File: src/rtl/nibble_serial_addsub_pkg.sv
`default_nettype none
// ============================================================================
// Module      : nibble_serial_addsub_pkg
// Description : Shared types and constants for the nibble-serial add/sub
//               block: controller state type and the slice width.
// Revision    : 1.0 - initial release
// ============================================================================
package nibble_serial_addsub_pkg;

    // Width of one arithmetic slice; operands are processed this many bits
    // per clock.
    localparam int c_slice_w = 4;

    // Controller states.
    typedef enum logic [1:0] {
        ST_IDLE = 2'd0,
        ST_RUN  = 2'd1,
        ST_DONE = 2'd2
    } state_t;

endpackage : nibble_serial_addsub_pkg
`default_nettype wire

File: src/rtl/bit_adder_subtractor.sv
`default_nettype none
// ============================================================================
// Module      : bit_adder_subtractor
// Description : 4-bit ripple-carry slice. Subtraction is obtained by the
//               caller feeding an inverted B operand and a carry-in of 1.
// Revision    : 1.0 - initial release
// ============================================================================
module bit_adder_subtractor (
    output logic [3:0] sum,
    output logic       cout,
    input  logic [3:0] a,
    input  logic [3:0] b,
    input  logic       cin
);

    logic [4:0] w_c;

    assign w_c[0] = cin;

    // One full adder per bit, carry rippling upward.
    for (genvar i = 0; i < 4; i++) begin : g_bit
        assign sum[i]   = a[i] ^ b[i] ^ w_c[i];
        assign w_c[i+1] = (a[i] & b[i]) | (w_c[i] & (a[i] ^ b[i]));
    end

    assign cout = w_c[4];

endmodule : bit_adder_subtractor
`default_nettype wire

File: src/rtl/nibble_serial_addsub.sv
`default_nettype none
// ============================================================================
// Module      : nibble_serial_addsub
// Description : Serial adder/subtractor that processes one 4-bit nibble per
//               clock, least significant first, with a valid/ready request
//               port and a valid/ready result port.
// Revision    : 1.0 - initial release
// ============================================================================
module nibble_serial_addsub
    import nibble_serial_addsub_pkg::*;
#(
    parameter int NIBBLES = 4
) (
    input  logic                 clk,
    input  logic                 rst,
    input  logic                 in_valid,
    output logic                 in_ready,
    input  logic [4*NIBBLES-1:0] a,
    input  logic [4*NIBBLES-1:0] b,
    input  logic                 sub,
    output logic                 out_valid,
    input  logic                 out_ready,
    output logic [4*NIBBLES-1:0] result,
    output logic                 cout,
    output logic                 ovf,
    output logic                 zero
);

    localparam int c_w     = c_slice_w * NIBBLES;
    localparam int c_cnt_w = (NIBBLES > 1) ? $clog2(NIBBLES) : 1;

    state_t               r_state;
    state_t               w_state_nxt;

    // Captured operands; B is stored already conditionally inverted so the
    // slice only ever adds.
    logic [c_w-1:0]       r_a;
    logic [c_w-1:0]       r_b;
    logic [c_w-1:0]       r_result;
    logic                 r_carry;
    logic                 r_cout;
    logic                 r_ovf;
    logic [c_cnt_w-1:0]   r_cnt;

    logic [c_slice_w-1:0] w_nib_a;
    logic [c_slice_w-1:0] w_nib_b;
    logic [c_slice_w-1:0] w_sum;
    logic                 w_c;
    logic                 w_last;
    logic                 w_ovf;

    assign w_nib_a = r_a[r_cnt*c_slice_w +: c_slice_w];
    assign w_nib_b = r_b[r_cnt*c_slice_w +: c_slice_w];
    assign w_last  = (r_cnt == c_cnt_w'(NIBBLES - 1));

    // On the last nibble the slice sees the operand sign bits, so overflow
    // can be judged from the slice inputs and its sum directly.
    assign w_ovf = (w_nib_a[c_slice_w-1] == w_nib_b[c_slice_w-1]) &&
                   (w_sum[c_slice_w-1]   != w_nib_a[c_slice_w-1]);

    bit_adder_subtractor u_slice (
        .sum  (w_sum),
        .cout (w_c),
        .a    (w_nib_a),
        .b    (w_nib_b),
        .cin  (r_carry)
    );

    // State register.
    always_ff @(posedge clk) begin
        if (rst) begin
            r_state <= ST_IDLE;
        end else begin
            r_state <= w_state_nxt;
        end
    end

    // Next-state and handshake outputs.
    always_comb begin
        w_state_nxt = r_state;
        in_ready    = 1'b0;
        out_valid   = 1'b0;
        case (r_state)
            ST_IDLE: begin
                in_ready = 1'b1;
                if (in_valid) begin
                    w_state_nxt = ST_RUN;
                end
            end
            ST_RUN: begin
                if (w_last) begin
                    w_state_nxt = ST_DONE;
                end
            end
            ST_DONE: begin
                out_valid = 1'b1;
                if (out_ready) begin
                    w_state_nxt = ST_IDLE;
                end
            end
            default: begin
                w_state_nxt = ST_IDLE;
            end
        endcase
    end

    // Operand capture, per-nibble accumulation and final flag registration.
    always_ff @(posedge clk) begin
        if (rst) begin
            r_a      <= '0;
            r_b      <= '0;
            r_result <= '0;
            r_carry  <= 1'b0;
            r_cout   <= 1'b0;
            r_ovf    <= 1'b0;
            r_cnt    <= '0;
        end else begin
            case (r_state)
                ST_IDLE: begin
                    if (in_valid) begin
                        r_a     <= a;
                        r_b     <= b ^ {c_w{sub}};
                        r_carry <= sub;
                        r_cnt   <= '0;
                        r_cout  <= 1'b0;
                        r_ovf   <= 1'b0;
                    end
                end
                ST_RUN: begin
                    r_result[r_cnt*c_slice_w +: c_slice_w] <= w_sum;
                    r_carry <= w_c;
                    r_cnt   <= r_cnt + 1'b1;
                    if (w_last) begin
                        r_cout <= w_c;
                        r_ovf  <= w_ovf;
                    end
                end
                default: begin
                end
            endcase
        end
    end

    assign result = r_result;
    assign cout   = r_cout;
    assign ovf    = r_ovf;
    assign zero   = out_valid && (r_result == '0);

endmodule : nibble_serial_addsub
`default_nettype wire

File: config.mk
export PLATFORM = sky130hd
export DESIGN_NAME = nibble_serial_addsub
export DESIGN_NICKNAME = d
export VERILOG_FILES = /design/src/rtl/nibble_serial_addsub_pkg.sv /design/src/rtl/bit_adder_subtractor.sv /design/src/rtl/nibble_serial_addsub.sv
export SDC_FILE = /design/constraint.sdc
export NUM_CORES = 1
export LEC_CHECK = 0
export ABC_AREA = 1
export CORE_MARGIN = 3
export CORE_UTILIZATION = 40
export CTS_BUF_LIST = sky130_fd_sc_hd__clkbuf_8
export DETAILED_ROUTE_END_ITERATION = 16
export PLACE_DENSITY = 0.67
export SETUP_SLACK_MARGIN = 0.05
export SLEW_MARGIN = 5
export SYNTH_ARGS = -nofsm -noshare
export SYNTH_HDL_FRONTEND = slang
export SYNTH_SLANG_ARGS = --single-unit
File: constraint.sdc
create_clock -name clk -period 2.9 [get_ports clk]
set_clock_uncertainty 0.15 [all_clocks]
set_input_delay 0.29 -clock clk [delete_from_list [all_inputs] [get_ports clk]]
set_output_delay 0.29 -clock clk [all_outputs]
set_load 0.1 [all_outputs]
* After elaboration in Yosys (flattened, before gate mapping)
Cells that the tools add are included.
** Operators by class
- Bitwise logic cells :: 21
- Reduce and logical (&&, ||, !) cells :: 9
- Multiplexer cells :: 16
- Equality and inequality tests :: 8
- Shifts and indexed selects :: 4
- $add $sub $neg :: 2
** Operator list (count)
- negation 4 -> 34 bit :: 1
- variable shift 4 x 34 -> 16 bit (first input constant) :: 1
- variable part select 4 x 34 -> 16 bit :: 1
- variable part select 16 x 5 -> 4 bit :: 2
- bitwise mux 16 bit :: 1
- zero test 16 bit :: 1
- XOR 16 bit :: 1
- bitwise AND 1 bit :: 8
- two-way mux 2 bit :: 4
- XOR 1 bit :: 8
- two-way mux 1 bit :: 6
- != test 2 bit (second input constant) :: 3
- case mux 1 bit (2 select lines) :: 3
- case mux 2 bit (3 select lines) :: 1
- AND reduction 3 bit :: 2
- equality test 2 bit (second input constant) :: 2
- OR 1 bit :: 4
- case mux 2 bit (2 select lines) :: 1
- AND reduction 2 bit :: 2
- adder 2 x 1 -> 2 bit (second input constant) :: 1
- equality test 2 x 1 -> 1 bit (second input constant) :: 1
- logical AND 1 bit :: 2
- zero test 2 bit :: 1
- nonzero test 2 bit :: 1
- 2 further kinds :: 2
** Word-level totals
- Output and inout port bits :: 21
- Bits in registers :: 55
- Word-level logic and storage cells :: 68
- Input port bits :: 37

* Longest topological paths before layout
- Depth after elaboration :: 13
- Gate-level depth with buffers :: 13
- Depth with buffers taken out :: 12

* Hierarchy
Synthesis repeated with hierarchy kept, for this count alone.
** Second synthesis, totals
- Cell total of the unflattened synthesis :: 362
- Area total of the unflattened synthesis :: 2698.8 um^2
** By module, submodules not included
- nibble_serial_addsub :: seq. area each 1101.1 um^2, cells each 348, area an instance 2581.2 um^2, times used 1
- bit_adder_subtractor :: seq. area each 0.0 um^2, cells each 14, area an instance 117.6 um^2, times used 1

* Worst setup path after synthesis
Ideal clock, no wire load.
- Kind :: reg-to-output
- From :: register r_state[1]
- To :: output port zero
- Path slack :: -1741 ps
- Required time :: 2460 ps
- Data arrival time :: 4201 ps
- Buffers on the path :: 0
- Stages on the path, launching flop included :: 5
- Cell sequence :: dfxtp_1 -> inv_1 -> nor2_1 -> nand3_1 -> nor3b_1
** On the way
- Word-level cells in the longest chain between the ends :: 3
** RTL lines
- from (decl) :: line nibble_serial_addsub.sv:32 : state_t r_state;
- from (signal assigned) :: line nibble_serial_addsub.sv:74 : r_state <= w_state_nxt;
- equality test 2 bit :: line nibble_serial_addsub.sv:83 : case (r_state)
- two-way mux 1 bit :: line nibble_serial_addsub.sv:83
- net out_valid :: line nibble_serial_addsub.sv:21 : output logic out_valid,
- logical AND 1 bit :: line nibble_serial_addsub.sv:147 : assign zero = out_valid && (r_result == '0);
- to (decl) :: line nibble_serial_addsub.sv:26 : output logic zero
The timed path passes the listed nets, and every way through them passes these cells.

* Final worst setup path
- From :: register r_cnt[0]
- To :: register r_result[11] (netlist: result[11])
** On the way
- Word-level cells in the longest chain between the ends :: 11
- Elaborated cells on any way between the ends :: 23
- Those cells by class :: 1 x add/sub; 4 x shift; 1 x mux; 17 x bitwise
** RTL lines
- from (decl) :: line nibble_serial_addsub.sv:43 : logic [c_cnt_w-1:0] r_cnt;
- from (signal assigned) :: line nibble_serial_addsub.sv:132 : r_cnt <= r_cnt + 1'b1;
- variable part select 16 x 5 -> 4 bit (on tied branches) :: line nibble_serial_addsub.sv:52, nibble_serial_addsub.sv:53
- XOR 1 bit :: line bit_adder_subtractor.sv:22, bit_adder_subtractor.sv:23
- bitwise AND 1 bit :: line bit_adder_subtractor.sv:23 : assign w_c[i+1] = (a[i] & b[i]) | (w_c[i] & (a[i] ^ b[i]));
- OR 1 bit :: line bit_adder_subtractor.sv:23
- bitwise AND 1 bit :: line bit_adder_subtractor.sv:23
- OR 1 bit :: line bit_adder_subtractor.sv:23
- bitwise AND 1 bit :: line bit_adder_subtractor.sv:23
- OR 1 bit :: line bit_adder_subtractor.sv:23
- XOR 1 bit :: line bit_adder_subtractor.sv:22 : assign sum[i] = a[i] ^ b[i] ^ w_c[i];
- variable part select 4 x 34 -> 16 bit :: line nibble_serial_addsub.sv:130 : r_result[r_cnt*c_slice_w +: c_slice_w] <= w_sum;
- bitwise mux 16 bit * :: line nibble_serial_addsub.sv:130
- to (signal, indexed assignment) :: line nibble_serial_addsub.sv:130
- to (decl) :: line nibble_serial_addsub.sv:39 : logic [c_w-1:0] r_result;
Every way passes the cells marked *; elsewhere a longest branch is shown, timed or not.
A chain may end at the register's enable or synchronous reset.

==> results.cfg <==
[sta]
post-route-min-period_ns = 2.79
setup_tns_ns = 0
drv_slew = 0
timing.final.crit_share_pct = 96.4
rsz0062_at_grt = true
worst_pin_slew_ns = 0.738
relSlewSlack_pct = 50.7
hold_viol = 0
setup_viol = 0
fmax_mhz = 358

[clock_network]
path_clk_slew_ns = 0.10
cts_buffers = 5
clk_latency_ns = 0.31
cts_tree = built
ctsHoldBuffers = 0
htree_num_levels = 2
cts.sinks = 55
clockBufferDepth = 2
cts_root_buffer = clkbuf_8

[setup_path]
cp_max_fo = 6
startpoint = r_cnt[0]$_SDFFE_PP0P_
path_cells = buf_6, nand2_2, a32o_2, fa_2, fa_2, inv_2, fa_2, fa_2, buf_6, nand4_1, a21oi_1
crit_family = adder cells
path_buf_inv = 3
required_ns = 2.94
crit_path_max_incr_delay_ns = 0.48
crit_type = register to register
critical_path.startpoint_type = register
cpMostUsedCell = fa_2
r2r-start = r_cnt[0]$_SDFFE_PP0P_
endpoint_kind = register
arrival_ns = 2.84
slowest_stage = fa_2

[final_layout]
fin_util_pct = 54.9
num_antenna_cells = 0
num-fill-cells = 643
nets = 448
multi_input_area_um2 = 1530
seq_area_um2 = 1110
drive_gt1_share_pct = 22.7
finalNonFillerCells = 494
area_growth_pct = 29.1

[synthesis]
synth.top_cell.area_share_pct = 39.4
synth.most_common_cell = nor2_1
synth_nets = 390
async_flop_share_pct = 0
ys_ff_latch = 55
synth_edf_count = 0
synth_top_area_cell = dfxtp_1
syn_inst = 342
synthFlopType = dfxtp_1
ys_seq_area_share_pct = 39.4
syn-cell-area_um2 = 2790
synth_cell_types = 34
synth_warnings = 0
avgSynthCellArea_um2 = 8.17
synth_area_leaders = dfxtp_1, nor2_1, o21ai_0
synth_commonest_cells = nor2_1, dfxtp_1, o21ai_0

[global_route]
track_usage_pct = 16.3
antenna_found_initial = 0
grt_pass1_vias = 2239
grt_pass1_wl_um = 10300
grt_max_degree = 44
grt.overflow.total = 0

[floorplanning]
rows = 29
core_um2 = 6570
io_pins = 58
initial_core_util_pct = 42.5
die-area_um2 = 8020
die_y_um = 89.6
fp.dieW_um = 89.6

[routing]
drt_pass1_iterations = 5
drt-wirelength-per-cell_um = 12.5
routed_wirelength_um = 6150
vias = 2386
drc = 0
drtIter0Drc = 89
avgViaCountPerCell = 4.83
antenna_left = 0

[job]
drv_cap = 0

[placed_design]
place_inst = 483
port_buffers = 57
dp_hpwl_um = 4570
gp_congestion = 0.841

[worst_hold_path]
hold_path_class = register to register
hold_start = r_b[1]$_SDFFE_PP0P_

[power]
leakage_nw = 1.44
report.power.total_mw = 1.91
ir_worst_vdd_uv = 269
power_density_nw_per_um2 = 531

[status]
status = complete, no violations
## through the flow
step / instance area [µm²] / setup WS, ns / hold WS [ns]
2_1_floorplan: 2820 / 0.0502 / 0.274
3_3_place_gp: 3400 / 0.0863 / 0.300
3_5_place_dp: 3400 / 0.0355 / 0.301
4_1_cts: 3530 / 0.0554 / 0.316
5_1_grt: 3600 / -0.00996 / 0.337
6_report: 3600 / 0.106 / 0.320
## cell type report
class	count	share of cell area (%)
Inverter	22	2.64
Multi-Input combinational cell	245	42.5
Tap cell	93	3.23
Timing Repair Buffer	71	17.6
Clock buffer	6	2.29
Sequential cell	55	30.8
Clock inverter	2	0.972
## layout by cell type, fill, tap and decap left out, drive strengths merged, types with 2 or more instances in the layout
cell	count
dfxtp	55
o21ai	40
xor2	4
nand3	9
nand2	39
clkbuf	6
a32o	2
fa	4
xnor2	12
a211oi	13
clkdlybuf4s50	36
nor3	3
o22ai	3
a22oi	2
nand4	5
a21oi	28
inv	22
ha	7
buf	35
nor2	70
## worst register-to-register path: cells and delay by family, from the launching register on
family | cells | cell delay, ns
buf+inv | 3 | 0.32
simple gates | 2 | 0.14
compound gates | 2 | 0.32
flops | 1 | 0.38
fa+ha+maj | 4 | 1.38
## cells by family (layout without fill, tap and decap cells)
logic type | count (synthesis) | count (layout) | share of synthesized area (%)
simple gates | 128 | 128 | 21.0
compound gates | 90 | 90 | 20.5
flops | 55 | 55 | 39.4
buf+inv | 42 | 101 | 8.06
xor+xnor | 16 | 16 | 5.02
fa+ha+maj | 11 | 11 | 6.00
## what timing repair did
action | in CTS | in global routing
setup endpoints to repair | 2 | 5
pin swaps | 0 | 3
cloned | 0 | 0
gates resized for setup | 2 | 25
setup buffers | 0 | 3
## final timing paths
| path | endpoint | slack [ns] | cells past startpoint |
|---|---|---|---|
| worst min register to register | r_b[1]$_SDFFE_PP0P_ | 0.32 | 2 |
| worst min-delay path | r_b[1]$_SDFFE_PP0P_ | 0.32 | 2 |
| worst max-delay path | result[11]$_SDFFE_PP0P_ | 0.11 | 11 |
| worst max register to register | result[11]$_SDFFE_PP0P_ | 0.11 | 11 |
## power breakdown
group          internal [mW]  total (mW)  switching, mW  leakage (nW)
Combinational          0.210       0.541          0.331         0.921
Clock                  0.280       0.528          0.248        0.0612
Sequential             0.810       0.845         0.0353         0.454
## metal layers
metal / up-vias / GRT usage [%] / share of wire (%)
met3: 6 / 3.13 / 3.5
met1: 1089 / 21.2 / 46
met5: - / 0 / 0
met4: 0 / 5.01 / 1.3
met2: 45 / 27.3 / 49
li1: 1246 / - / -
## flip-flops by register name, summed over array words and instances (netlist names)
signal and flops:
ovf 1, r_b 16, result 16, r_cnt 2, r_carry 1, r_a 16, r_state 2, cout 1
Note: power is estimated with default switching activity, not from simulation.
